===== src/rtl/bldc_pkg.sv =====
// Shared BLDC definitions: sector type, hall code constants and hall-to-sector map.
// Also used by the commutation stage.
package bldc_pkg;

  typedef logic [2:0] sector_t;

  localparam int unsigned SECTOR_COUNT = 6;

  localparam logic [2:0] HALL_ILLEGAL_0 = 3'b000;
  localparam logic [2:0] HALL_ILLEGAL_7 = 3'b111;

  // Classification of a change in the filtered hall code.
  typedef enum logic [2:0] {
    TR_NONE,
    TR_FWD,
    TR_REV,
    TR_JUMP,
    TR_TO_ILLEGAL,
    TR_FROM_ILLEGAL
  } hall_tr_e;

  function automatic logic hall_legal(input logic [2:0] code);
    return (code != HALL_ILLEGAL_0) && (code != HALL_ILLEGAL_7);
  endfunction

  // Illegal codes map to 0; callers gate the result with hall_legal().
  function automatic sector_t hall_to_sector(input logic [2:0] code);
    case (code)
      3'b001:  return 3'd0;
      3'b011:  return 3'd1;
      3'b010:  return 3'd2;
      3'b110:  return 3'd3;
      3'b100:  return 3'd4;
      3'b101:  return 3'd5;
      default: return 3'd0;
    endcase
  endfunction

endpackage


===== src/rtl/hall_sector_decoder_if.sv =====
// Hall input and decoded sector/speed status bundle.
interface hall_sector_decoder_if #(
  parameter int unsigned PERIOD_W = 22
);
  import bldc_pkg::*;

  logic [2:0]          hs;
  sector_t             sector;
  logic                sector_valid;
  logic                edge_pulse;
  logic                dir;
  logic [PERIOD_W-1:0] period;
  logic                period_valid;
  logic                rotating;
  logic                hall_fault;

  modport master (
    input  hs,
    output sector, sector_valid, edge_pulse, dir,
    output period, period_valid, rotating, hall_fault
  );

  modport slave (
    output hs,
    input  sector, sector_valid, edge_pulse, dir,
    input  period, period_valid, rotating, hall_fault
  );

endinterface


===== src/rtl/hall_debounce.sv =====
// 2-FF synchroniser plus stability filter for the three hall inputs.
module hall_debounce #(
  parameter int unsigned DEBOUNCE_CYCLES = 16
) (
  input  logic       clk,
  input  logic       rst,
  input  logic [2:0] hs,
  output logic [2:0] hs_filt
);

  localparam int unsigned CW = $clog2(DEBOUNCE_CYCLES);
  localparam logic [CW-1:0] CNT_MAX  = CW'(DEBOUNCE_CYCLES - 1);
  localparam logic [CW-1:0] CNT_LOAD = CW'(DEBOUNCE_CYCLES - 2);

  logic [2:0]    hs_meta;
  logic [2:0]    hs_sync;
  logic [2:0]    cand;
  logic [CW-1:0] cnt;

  // hs_filt is loaded on the edge where cnt steps to DEBOUNCE_CYCLES-1.
  always_ff @(posedge clk) begin
    if (rst) begin
      hs_meta <= '0;
      hs_sync <= '0;
      cand    <= '0;
      cnt     <= '0;
      hs_filt <= '0;
    end else begin
      hs_meta <= hs;
      hs_sync <= hs_meta;
      if (hs_sync != cand) begin
        cand <= hs_sync;
        cnt  <= '0;
      end else begin
        if (cnt != CNT_MAX) cnt <= cnt + CW'(1);
        if (cnt == CNT_LOAD) hs_filt <= cand;
      end
    end
  end

endmodule


===== src/rtl/hall_sector_decoder.sv =====
// Hall front end: debounced hall code to commutation sector, direction,
// electrical period and rotating/fault status.
module hall_sector_decoder
  import bldc_pkg::*;
#(
  parameter int unsigned DEBOUNCE_CYCLES = 16,
  parameter int unsigned PERIOD_W        = 22,
  parameter int unsigned STALL_CYCLES    = 2_700_000,
  parameter int unsigned PHASE_OFFSET    = 0
) (
  input  logic                  clk,
  input  logic                  rst,
  hall_sector_decoder_if.master hall
);

  localparam int unsigned OFFSET_M = PHASE_OFFSET % SECTOR_COUNT;
  localparam logic [PERIOD_W-1:0] STALL_PRE = PERIOD_W'(STALL_CYCLES - 1);

  logic [2:0]          hs_filt, filt_q;
  sector_t             sector_q, new_sector, sec_inc, sec_dec;
  logic [3:0]          sum;
  logic                sector_valid_q, edge_pulse_q, dir_q, period_valid_q;
  logic                rotating_q, hall_fault_q;
  logic [PERIOD_W-1:0] timer, period_q, timer_inc;
  logic [1:0]          edge_cnt;
  hall_tr_e            tr;
  logic                edge_n, stall;

  hall_debounce #(.DEBOUNCE_CYCLES(DEBOUNCE_CYCLES)) u_debounce (
    .clk     (clk),
    .rst     (rst),
    .hs      (hall.hs),
    .hs_filt (hs_filt)
  );

  always_comb begin
    sum        = {1'b0, hall_to_sector(hs_filt)} + 4'(OFFSET_M);
    new_sector = (sum >= 4'(SECTOR_COUNT)) ? 3'(sum - 4'(SECTOR_COUNT)) : sum[2:0];
    sec_inc    = (sector_q == 3'd5) ? 3'd0 : sector_q + 3'd1;
    sec_dec    = (sector_q == 3'd0) ? 3'd5 : sector_q - 3'd1;
    timer_inc  = (timer == '1) ? timer : timer + PERIOD_W'(1);

    tr = TR_NONE;
    if (hs_filt != filt_q) begin
      if (!hall_legal(hs_filt))     tr = TR_TO_ILLEGAL;
      else if (!hall_legal(filt_q)) tr = TR_FROM_ILLEGAL;
      else if (new_sector == sec_inc) tr = TR_FWD;
      else if (new_sector == sec_dec) tr = TR_REV;
      else                            tr = TR_JUMP;
    end

    edge_n = (tr == TR_FWD) || (tr == TR_REV) || (tr == TR_JUMP);
    // An edge in the threshold cycle suppresses the stall.
    stall  = !edge_n && (timer == STALL_PRE);
  end

  always_ff @(posedge clk) begin
    if (rst) begin
      filt_q         <= '0;
      sector_q       <= '0;
      sector_valid_q <= 1'b0;
      edge_pulse_q   <= 1'b0;
      dir_q          <= 1'b1;
      period_q       <= '0;
      period_valid_q <= 1'b0;
      rotating_q     <= 1'b0;
      hall_fault_q   <= 1'b0;
      timer          <= '0;
      edge_cnt       <= '0;
    end else begin
      filt_q       <= hs_filt;
      edge_pulse_q <= edge_n;
      timer        <= edge_n ? '0 : timer_inc;
      rotating_q   <= period_valid_q & sector_valid_q;

      case (tr)
        TR_FWD, TR_REV: begin
          sector_q <= new_sector;
          dir_q    <= (tr == TR_FWD);
          if (edge_cnt != 2'b11) edge_cnt <= edge_cnt + 2'd1;
          if (edge_cnt != 2'b00) begin
            period_q       <= timer_inc;
            period_valid_q <= 1'b1;
          end
        end
        TR_JUMP: begin
          sector_q       <= new_sector;
          hall_fault_q   <= 1'b1;
          edge_cnt       <= '0;
          period_valid_q <= 1'b0;
        end
        TR_TO_ILLEGAL: begin
          sector_valid_q <= 1'b0;
          hall_fault_q   <= 1'b1;
          edge_cnt       <= '0;
          period_valid_q <= 1'b0;
        end
        TR_FROM_ILLEGAL: begin
          sector_q       <= new_sector;
          sector_valid_q <= 1'b1;
          edge_cnt       <= '0;
          period_valid_q <= 1'b0;
        end
        default: ;
      endcase

      if (stall) begin
        period_valid_q <= 1'b0;
        rotating_q     <= 1'b0;
        edge_cnt       <= '0;
      end
    end
  end

  assign hall.sector       = sector_q;
  assign hall.sector_valid = sector_valid_q;
  assign hall.edge_pulse   = edge_pulse_q;
  assign hall.dir          = dir_q;
  assign hall.period       = period_q;
  assign hall.period_valid = period_valid_q;
  assign hall.rotating     = rotating_q;
  assign hall.hall_fault   = hall_fault_q;

endmodule


===== src/flat_wrapper.sv =====
// flat-port wrapper written by rule: the top's interface ports become plain ports
module hall_sector_decoder_flat import bldc_pkg::*;
#(
  parameter int unsigned DEBOUNCE_CYCLES = 16,
  parameter int unsigned PERIOD_W        = 22,
  parameter int unsigned STALL_CYCLES    = 2_700_000,
  parameter int unsigned PHASE_OFFSET    = 0
)
  (clk, rst, hall_hs, hall_sector, hall_sector_valid, hall_edge_pulse, hall_dir, hall_period, hall_period_valid, hall_rotating, hall_hall_fault);
  hall_sector_decoder_if #(.PERIOD_W(PERIOD_W)) hall_i ();
  input  logic clk;
  input  logic rst;
  input wire logic [$bits(hall_i.hs)-1:0] hall_hs;
  output wire logic [$bits(hall_i.sector)-1:0] hall_sector;
  output wire logic [$bits(hall_i.sector_valid)-1:0] hall_sector_valid;
  output wire logic [$bits(hall_i.edge_pulse)-1:0] hall_edge_pulse;
  output wire logic [$bits(hall_i.dir)-1:0] hall_dir;
  output wire logic [$bits(hall_i.period)-1:0] hall_period;
  output wire logic [$bits(hall_i.period_valid)-1:0] hall_period_valid;
  output wire logic [$bits(hall_i.rotating)-1:0] hall_rotating;
  output wire logic [$bits(hall_i.hall_fault)-1:0] hall_hall_fault;
  assign hall_i.hs = hall_hs;
  assign hall_sector = hall_i.sector;
  assign hall_sector_valid = hall_i.sector_valid;
  assign hall_edge_pulse = hall_i.edge_pulse;
  assign hall_dir = hall_i.dir;
  assign hall_period = hall_i.period;
  assign hall_period_valid = hall_i.period_valid;
  assign hall_rotating = hall_i.rotating;
  assign hall_hall_fault = hall_i.hall_fault;
  hall_sector_decoder #(.DEBOUNCE_CYCLES(DEBOUNCE_CYCLES), .PERIOD_W(PERIOD_W), .STALL_CYCLES(STALL_CYCLES), .PHASE_OFFSET(PHASE_OFFSET)) u_core (.clk(clk), .rst(rst), .hall(hall_i));
endmodule

===== config.mk =====
export PLATFORM = sky130hd
export DESIGN_NAME = hall_sector_decoder_flat
export DESIGN_NICKNAME = d
export VERILOG_FILES = /design/src/rtl/bldc_pkg.sv /design/src/rtl/hall_sector_decoder_if.sv /design/src/rtl/hall_debounce.sv /design/src/rtl/hall_sector_decoder.sv /design/src/flat_wrapper.sv
export SDC_FILE = /design/constraint.sdc
export NUM_CORES = 1
export LEC_CHECK = 0
export CORE_MARGIN = 10
export CORE_UTILIZATION = 31
export DETAILED_ROUTE_END_ITERATION = 10
export SYNTH_ARGS = -nofsm -noshare
export SYNTH_HDL_FRONTEND = slang
export SYNTH_SLANG_ARGS = --single-unit

===== constraint.sdc =====
create_clock -name clk -period 2.9 [get_ports clk]
set_input_delay 0.87 -clock clk [delete_from_list [all_inputs] [get_ports clk]]
set_output_delay 0.87 -clock clk [all_outputs]
set_load 0.02 [all_outputs]

==> results of run 1 <==
how the worst min path moves through the flow:
stage / start / end / cells after the start
after floorplan: u_core.u_debounce.hs_meta[0]$_SDFF_PP0_ / u_core.u_debounce.hs_sync[0]$_SDFF_PP0_ / 1
after global placement: u_core.u_debounce.hs_meta[2]$_SDFF_PP0_ / u_core.u_debounce.hs_sync[2]$_SDFF_PP0_ / 1
after detailed placement: u_core.u_debounce.hs_meta[2]$_SDFF_PP0_ / u_core.u_debounce.hs_sync[2]$_SDFF_PP0_ / 1
after CTS: u_core.u_debounce.hs_meta[2]$_SDFF_PP0_ / u_core.u_debounce.hs_sync[2]$_SDFF_PP0_ / 1
after global routing: u_core.u_debounce.hs_meta[2]$_SDFF_PP0_ / u_core.u_debounce.hs_sync[2]$_SDFF_PP0_ / 1
final: u_core.u_debounce.hs_meta[2]$_SDFF_PP0_ / u_core.u_debounce.hs_sync[2]$_SDFF_PP0_ / 1
through the flow:
stage | instances | utilization [%] | total power [mW]
2_1_floorplan | 429 | - | 1.10
3_3_place_gp | 589 | 35.3 | 1.12
3_5_place_dp | 589 | 35.3 | 1.12
4_1_cts | 605 | 37.7 | 2.17
5_1_grt | 605 | 37.7 | 2.22
6_report | 605 | 37.7 | 2.14
final cells by class:
cell class | count | area share, %
clock buffer | 12 | 5.69
multi-input combinational | 313 | 46.6
tap | 147 | 4.08
timing repair buffer | 41 | 8.94
inverter | 14 | 1.17
clock inverter | 4 | 0.583
sequential | 74 | 32.9
report_power, final:
group          leakage, nW  switching, mW  internal, mW
Combinational        0.893         0.0353        0.0207
Sequential           0.598        0.00879          1.03
Clock                0.139          0.425         0.624
Total                 1.63          0.469          1.67
layer usage:
| layer | global-route usage (%) | vias up | part of all wire, % |
|---|---|---|---|
| met4 | 4.32 | 0 | 1.5 |
| met3 | 2.86 | 8 | 4.4 |
| met2 | 15.3 | 51 | 46 |
| met1 | 13.1 | 1417 | 49 |
| li1 | - | 1581 | - |
| met5 | 0 | - | 0 |
layout by cell type (no fill, tap or decap), types with 9 or more instances in the layout:
master           instances
nand3_1                 14
dfxtp_1                 74
a21oi_1                 24
mux2i_1                 12
nor2_1                  53
mux2_4                  10
xnor2_1                 11
nand4_1                  9
nor2b_1                 28
clkbuf_16                9
inv_1                   13
o21ai_0                 15
nand2_1                 22
clkdlybuf4s50_1         34
cells by family (layout without fill, tap and decap cells):
family	after synthesis	after routing	share of synthesized area, %
compound gates	83	83	15.3
xor+xnor	17	17	3.93
fa+ha+maj	6	6	1.95
buf+inv	42	71	5.35
flops	74	74	39.1
mux	30	30	9.52
simple gates	177	177	24.8
sequential cells by signal, summed over array words and instances (netlist names):
| register | cells |
|---|---|
| u_core.filt_q | 3 |
| u_core.hall.rotating | 1 |
| u_core.u_debounce.cnt | 4 |
| u_core.edge_cnt | 2 |
| u_core.hall.hall_fault | 1 |
| u_core.hall.period | 22 |
| u_core.hall.edge_pulse | 1 |
| u_core.hall.sector | 3 |
| u_core.u_debounce.hs_meta | 3 |
| u_core.hall.dir | 1 |
| u_core.timer | 22 |
| u_core.hall.sector_valid | 1 |
| u_core.hall.period_valid | 1 |
| u_core.u_debounce.hs_filt | 3 |
| u_core.u_debounce.cand | 3 |
| u_core.u_debounce.hs_sync | 3 |
critical path, stage by stage (launching register included):
cell	delay, ns
dfxtp_1	0.48
maj3_2	0.39
a2111oi_2	0.36
a211oi_1	0.10
nor3b_4	0.19
o31ai_4	0.28
buf_12	0.24
mux2_2	0.35
==> flow_summary.ini, run 1 <==
[sta]
slew_headroom_pct = 51.5
hold_violations = 0
finalClockSkew_ns = 0.00900
holdWs_ns = 0.423
drv_slew = 0
rsz0062_at_grt = no
setup_tns_ns = 0
tightest_slew_ns = 0.726
setup_slack_ns = 0.393
post-route-min-period_ns = 2.51
setup_viol = 0
max_freq_mhz = 399
fin_crit_sh_pct = 86.4

[placement]
dpl-instance-area_mm2 = 0.00422
gp_congestion = 0.833
dp_slack_ns = 0.398
portBuffers = 35
dp_hpwl_um = 5880

[layout]
n_fill_cell = 1184
diodes = 0
fin_nets = 463
drive_gt1_share_pct = 10.9
finalInstanceArea_mm2 = 0.00450
area_growth_syn_to_layout_pct = 19.0
regArea_mm2 = 0.00148
multi_input_area_mm2 = 0.00210

[critical_path]
cp.arrival_ns = 2.73
r2r_setup_slack_ns = 0.39
reg2reg_depth = 7
worstSetupEndpointType = register
crit_type = reg -> reg
cp_max_fo = 23
required_ns = 3.12
worstSetupStartpointType = register
crit_start = u_core.u_debounce.hs_filt[0]$_SDFFE_PP0P_
endpoint = u_core.hall.period[1]$_SDFFE_PP0P_
r2r_end = u_core.hall.period[1]$_SDFFE_PP0P_
r2r-start = u_core.u_debounce.hs_filt[0]$_SDFFE_PP0P_

[synth]
synthFlopType = dfxtp_1
synth_top_cell_by_area = dfxtp_1
yosys_warnings = 0
yosysTopAreaCellShare_pct = 39.1
synthCells = 429
yosys-top-cells-count = dfxtp_1, nor2_1, nor2b_1
synth.distinct_cells = 61
syn_avg_cell_area_um2 = 8.82
synth-async-reset-ratio_pct = 0
syn_area_mm2 = 0.00378
synth_nets = 439
synth.most_common_cell = dfxtp_1
yosys-top-cells-area = dfxtp_1, nor2_1, nor2b_1, mux2_4, a21oi_1
seq_area_frac_synth_pct = 39.1
ys_seq_elements = 74
synth_edf_count = 0

[global_routing]
grt_start_max_net_pins = 32
globalRouteTotalUtil_pct = 10.1
antenna_found_initial = 0
grt_first_pass_wirelength_um = 13900
grt-ovfl-total = 0
grt_pass1_vias = 2833

[pwr]
ir_worst_vdd_uv = 244
powerDensity_mw_per_mm2 = 476
p_leak_nw = 1.63

[floorplan]
rows = 40
dieHeight_um = 130
die_w_um = 130
die_area_mm2 = 0.0170
start_util_pct = 31.6
core_area_mm2 = 0.0120
ioPinCount = 36

[job]
cap_viol_max_count = 0

[outcome]
outcome = completed

[detailed_routing]
vias = 3057
drcViolationCount = 0
wire_per_inst_um = 13.7
routed_wl_um = 8320
viasPerCell = 5.05
drtAntennaViolNets = 0
first_pass_iters = 4
drt_iter0_drc = 310

[clock_network]
cts_root_buffer = clkbuf_16
cts_made_buffers = 9
holdBufCountCts = 0
worstSkewPairLatency_ns = 0.33
clkTransAtPathRegs_ns = 0.06
h-tree-depth = 3
post_cts_buffers = 0
numClockSinks = 74
cts_tree = built
cts_max_path_buffers = 2
cts-resized-gates = 0

[hold_path]
hold_class = reg -> reg
No activity file was read; power rests on OpenSTA's default activity.
==> inputs of run 2 (changes only) <==
==> constraint.sdc (replaced) <==
create_clock -name clk -period 2.2 [get_ports clk]
set_input_delay 0.66 -clock clk [delete_from_list [all_inputs] [get_ports clk]]
set_output_delay 0.66 -clock clk [all_outputs]
set_load 0.02 [all_outputs]
==> run 2 against run 1 <==
Effect of this change: the run now ends with negative setup slack left; via count up 8.4%; critical path type unchanged; flip-flop and latch count did not move; die area unchanged; maximum frequency rose by 11%; setup slack lost 0.45 ns; count of clock-buffer cells in the layout increased by 1; cell count is 6.6% higher.
==> flow_summary.ini, run 2 (same netlist as run 1, synthesis figures left out) <==
[detailed_routing]
vias = 3315
drcViolationCount = 0
viasPerCell = 5.14
first_pass_iters = 4
routed_wl_um = 9560
wire_per_inst_um = 14.8
drtAntennaViolNets = 0
drt_iter0_drc = 252

[placement]
portBuffers = 35
gp_congestion = 0.829
dp_hpwl_um = 6620

[pwr]
p_leak_nw = 1.89
ir_worst_vdd_uv = 306
p_seq_share_pct = 48.9
switching_share_pct = 21.1
p_int_mw = 2.20
p_clk_share_pct = 48.1
power_mw = 2.79
p_comb_share_pct = 3.0
powerDensity_mw_per_mm2 = 559
p_sw_uw = 590

[clock_network]
h-tree-depth = 3
clkTransAtPathRegs_ns = 0.06
cts_max_path_buffers = 2
cts_root_buffer = clkbuf_16
worstSkewPairLatency_ns = 0.33
cts_tree = built
cts_made_buffers = 9
numClockSinks = 74

[global_routing]
grt-ovfl-total = 0
grt_start_max_net_pins = 25
globalRouteTotalUtil_pct = 11.5
grt_pass1_vias = 3334
antenna_found_initial = 0
grt_first_pass_wirelength_um = 16000

[sta]
setup_viol = 18
rsz0062_at_grt = yes
setup_slack_ns = -0.0555
fin_crit_sh_pct = 103
slew_headroom_pct = 54.3
holdWs_ns = 0.435
tightest_slew_ns = 0.683
post-route-min-period_ns = 2.26
max_freq_mhz = 443
drv_slew = 0
hold_violations = 0
finalClockSkew_ns = 0.00417

[floorplan]
die_area_mm2 = 0.0170
die_w_um = 130
rows = 40
dieHeight_um = 130
core_area_mm2 = 0.0120
ioPinCount = 36
start_util_pct = 31.6

[critical_path]
crit_chain = buf_6 -> or3_4 -> a211oi_2 -> a41oi_1 -> a22oi_1 -> buf_4 -> o31ai_4 -> buf_6 -> clkbuf_16 -> mux2_4
cp.arrival_ns = 2.47
path_buf_inv = 4
endpoint = u_core.hall.period[6]$_SDFFE_PP0P_
r2r-start = u_core.hall.sector[1]$_SDFFE_PP0P_
crit_family = buffers and inverters
crit_type = reg -> reg
worstSetupEndpointType = register
required_ns = 2.41
cpMaxStageDelayCell = dfxtp_4
cp_num_cells = 10
r2r_setup_slack_ns = -0.06
r2r_end = u_core.hall.period[6]$_SDFFE_PP0P_
crit_top_cell = buf_6
reg2reg_depth = 10
cp_max_fo = 5
worstSetupStartpointType = register
crit_start = u_core.hall.sector[1]$_SDFFE_PP0P_
slowest_delay_ns = 0.36

[layout]
layout_common_cells = dfxtp_1, nor2_1, clkdlybuf4s50_1, buf_4, nor2b_1
final_common_cell = dfxtp_1
fin_nets = 504
area_growth_syn_to_layout_pct = 32.1
multi_input_area_mm2 = 0.00219
regArea_mm2 = 0.00150
n_fill_cell = 1168
drive_gt1_share_pct = 22.3
diodes = 0

[outcome]
outcome = finished with violations
violations = negative setup slack

[job]
cap_viol_max_count = 0

[hold_path]
hold_class = reg -> reg
run 2: final cells by class:
type	count	share of cell area, %
timing repair buffer	82	16.1
sequential	74	29.9
tap	147	3.68
multi-input combinational	313	43.7
clock inverter	2	0.250
inverter	14	1.13
clock buffer	13	5.20
run 2: per-layer routing:
layer	vias up	track usage [%]	wire length (um)	part of all wire, %
met5	-	0	0	0
met4	0	3.86	129	1.3
met2	58	19.6	4750	50
li1	1657	-	-	-
met1	1589	14.0	4320	45
met3	11	2.74	369	3.9
run 2: repair_timing:
action                     in CTS  in global routing
gates cloned                    2                  1
hold buffers                    0                  0
pin swaps                       5                  2
setup endpoints to repair      14                 26
resized for setup              18                 18
setup buffers                   4                  3
run 2: worst min path at each step:
stage                                               to                               startpoint  cells after the start
3_3_place_gp   u_core.u_debounce.hs_sync[0]$_SDFF_PP0_  u_core.u_debounce.hs_meta[0]$_SDFF_PP0_                      1
6_report       u_core.u_debounce.hs_sync[1]$_SDFF_PP0_  u_core.u_debounce.hs_meta[1]$_SDFF_PP0_                      1
3_5_place_dp   u_core.u_debounce.hs_sync[0]$_SDFF_PP0_  u_core.u_debounce.hs_meta[0]$_SDFF_PP0_                      1
5_1_grt        u_core.u_debounce.hs_sync[1]$_SDFF_PP0_  u_core.u_debounce.hs_meta[1]$_SDFF_PP0_                      1
2_1_floorplan  u_core.u_debounce.hs_sync[0]$_SDFF_PP0_  u_core.u_debounce.hs_meta[0]$_SDFF_PP0_                      1
4_1_cts        u_core.u_debounce.hs_sync[2]$_SDFF_PP0_  u_core.u_debounce.hs_meta[2]$_SDFF_PP0_                      1
run 2: worst register-to-register path, delay by kind of cell, from the launching register on:
kind | cells | cell delay [ns]
buffers and inverters | 4 | 0.58
muxes | 1 | 0.29
and+or+nand+nor | 1 | 0.36
AOI/OAI and AO/OA | 4 | 0.55
DFF | 1 | 0.36
run 2: power by group through the flow:
stage / Clock, mW / Combinational, mW / Sequential [mW]
after detailed placement: 0 / 0.0844 / 1.40
after global placement: 0 / 0.0811 / 1.40
final: 1.34 / 0.0831 / 1.37
after global routing: 1.43 / 0.0951 / 1.37
after CTS: 1.38 / 0.0846 / 1.37
after floorplan: 0 / 0.0535 / 1.39
run 2: through the flow:
stage               instances  instance area (um^2)  setup TNS [ns]  setup WS [ns]  utilization, %
floorplan                 429                  3790           -1.33        -0.0907               -
global placement          621                  4490        -0.00752       -0.00401            37.5
detailed placement        621                  4490         -0.0340        -0.0127            37.5
CTS                       642                  4920         -0.0107       -0.00461            41.1
global route              645                  5000           -1.84         -0.102            41.8
finish                    645                  5000          -0.679        -0.0555            41.8
==> inputs of run 3 (changes only) <==
--- a/config.mk
+++ b/config.mk
@@ -5,6 +5,7 @@
 export SDC_FILE = /design/constraint.sdc
 export NUM_CORES = 1
 export LEC_CHECK = 0
+export CORE_ASPECT_RATIO = 1.5
 export CORE_MARGIN = 10
 export CORE_UTILIZATION = 31
 export DETAILED_ROUTE_END_ITERATION = 10
==> run 3 against run 2 <==
Effect of this change: clock skew up 0.0044 ns; first-iteration DRC count decreased by 43%; worst hold slack better by 0.0051 ns; flip-flop and latch count did not move; power increased by 3.6%; critical endpoint is now u_core.hall.period[18]$_SDFFE_PP0P_; the run still ends with negative setup slack left; non-clock buffer count decreased by 3.
==> flow_summary.ini, run 3 (same netlist as run 1, synthesis figures left out) <==
[clock_network]
cts_max_path_buffers = 2
numClockSinks = 74
cts_made_buffers = 9
h-tree-depth = 3
holdBufCountCts = 0
cts_root_buffer = clkbuf_16
clkTransAtPathRegs_ns = 0.06
worstSkewPairLatency_ns = 0.33
cts_tree = built

[global_routing]
top_usage_layer = met2
grt_first_pass_wirelength_um = 15900
grt_pass1_vias = 3373
globalRouteTotalUtil_pct = 11.5
met3_usage_pct = 2.98
grt-ovfl-total = 0
met1_usage_pct = 12.3
met2_usage_pct = 20.2
grt_start_max_net_pins = 37
antenna_found_initial = 0

[layout]
n_fill_cell = 1217
regArea_mm2 = 0.00149
multi_input_area_mm2 = 0.00219
final_common_cell = dfxtp_1
area_growth_syn_to_layout_pct = 31.1
layout_common_cells = dfxtp_1, nor2_1, buf_4
drive_gt1_share_pct = 21.8
diodes = 0
fin_nets = 501

[floorplan]
dieHeight_um = 155
ioPinCount = 36
core_area_mm2 = 0.0120
start_util_pct = 31.7
die_area_mm2 = 0.0171
rows = 49
die_w_um = 110

[sta]
drv_slew = 0
rsz0062_at_grt = yes
slew_headroom_pct = 62.0
post-route-min-period_ns = 2.22
fin_crit_sh_pct = 101
finalClockSkew_ns = 0.00853
tightest_slew_ns = 0.568
max_freq_mhz = 450
setup_slack_ns = -0.0228
hold_violations = 0
setup_viol = 6

[pwr]
power_mw = 2.89
ir_worst_vdd_uv = 372
powerDensity_mw_per_mm2 = 583
p_leak_nw = 1.87

[critical_path]
path_buf_inv = 2
worstSetupEndpointType = register
cp.arrival_ns = 2.43
crit_top_cell = buf_12
cp_max_fo = 8
crit_type = reg -> reg
slowest_delay_ns = 0.37
required_ns = 2.41
worstSetupStartpointType = register
crit_chain = maj3_2 -> a2111oi_4 -> a211oi_2 -> nor3b_4 -> o31ai_4 -> buf_12 -> buf_12 -> mux2_1
cpMaxStageDelayCell = dfxtp_4
crit_family = compound AO/OA/AOI/OAI gates

[detailed_routing]
wire_per_inst_um = 14.9
drcViolationCount = 0
first_pass_iters = 4
drt_iter0_drc = 144
routed_wl_um = 9660
vias = 3365
viasPerCell = 5.18
drtAntennaViolNets = 0

[outcome]
outcome = finished with violations
violations = negative setup slack

[placement]
gp_congestion = 0.854
portBuffers = 35
dp_hpwl_um = 7050
dp_slack_ns = -0.0428

[job]
cap_viol_max_count = 0

[hold_path]
hold_class = reg -> reg
run 3: cell types whose count changed in the layout (fill, tap and decap cells not counted), sizes merged:
cell      delta
clkbuf       -3
clkinv       +3
bufinv       +1
buf          -2
clkinvlp     -1
run 3: metal layers:
layer	up-vias	share of wire [%]
met4	0	2.8
li1	1648	-
met1	1616	40
met2	80	52
met5	-	0
met3	21	4.7
run 3: layout make-up:
cell class	count	share of cell area, %
Timing Repair Buffer	79	14.8
Tap cell	153	3.86
Clock buffer	11	4.89
Inverter	14	1.13
Multi-Input combinational cell	313	44.1
Clock inverter	5	1.08
Sequential cell	74	30.1
run 3: where the power goes:
group	leakage, nW	switching [mW]	internal (mW)
combinational	1.11	0.0472	0.0310
sequential	0.602	0.0120	1.35
clock	0.149	0.544	0.904
total	1.87	0.603	2.29
run 3: metrics by stage:
step | cells | cell area (um^2) | hold slack, ns | utilization [%] | setup TNS [ns]
detailed placement | 629 | 4490 | 0.433 | 37.5 | -0.394
floorplan | 429 | 3790 | 0.414 | - | -1.33
global placement | 629 | 4490 | 0.421 | 37.5 | -0.647
CTS | 648 | 4880 | 0.446 | 40.8 | -1.18
finish | 649 | 4960 | 0.440 | 41.5 | -0.0826
global route | 649 | 4960 | 0.461 | 41.5 | -1.10
run 3: repair_timing:
action / in CTS / in global routing
cloned: 1 / 0
pin swaps: 1 / 5
resized for setup: 9 / 22
setup endpoints to repair: 24 / 36
buffers inserted: 2 / 2
run 3: path summary, 6_finish.rpt:
| check | cells after the start | end | slack (ns) | start |
|---|---|---|---|---|
| setup / recovery | 8 | u_core.hall.period[18]$_SDFFE_PP0P_ | -0.02 | u_core.hall.sector[1]$_SDFFE_PP0P_ |
| hold / removal | 1 | u_core.u_debounce.hs_sync[1]$_SDFF_PP0_ | 0.44 | u_core.u_debounce.hs_meta[1]$_SDFF_PP0_ |
| setup reg to reg | 8 | u_core.hall.period[18]$_SDFFE_PP0P_ | -0.02 | u_core.hall.sector[1]$_SDFFE_PP0P_ |
| hold reg to reg | 1 | u_core.u_debounce.hs_sync[1]$_SDFF_PP0_ | 0.44 | u_core.u_debounce.hs_meta[1]$_SDFF_PP0_ |
run 3: worst reg2reg max path, cell delays in order, from the launching register on:
cell	delay (ns)
dfxtp_4	0.37
maj3_2	0.33
a2111oi_4	0.30
a211oi_2	0.08
nor3b_4	0.18
o31ai_4	0.21
buf_12	0.16
buf_12	0.14
mux2_1	0.32
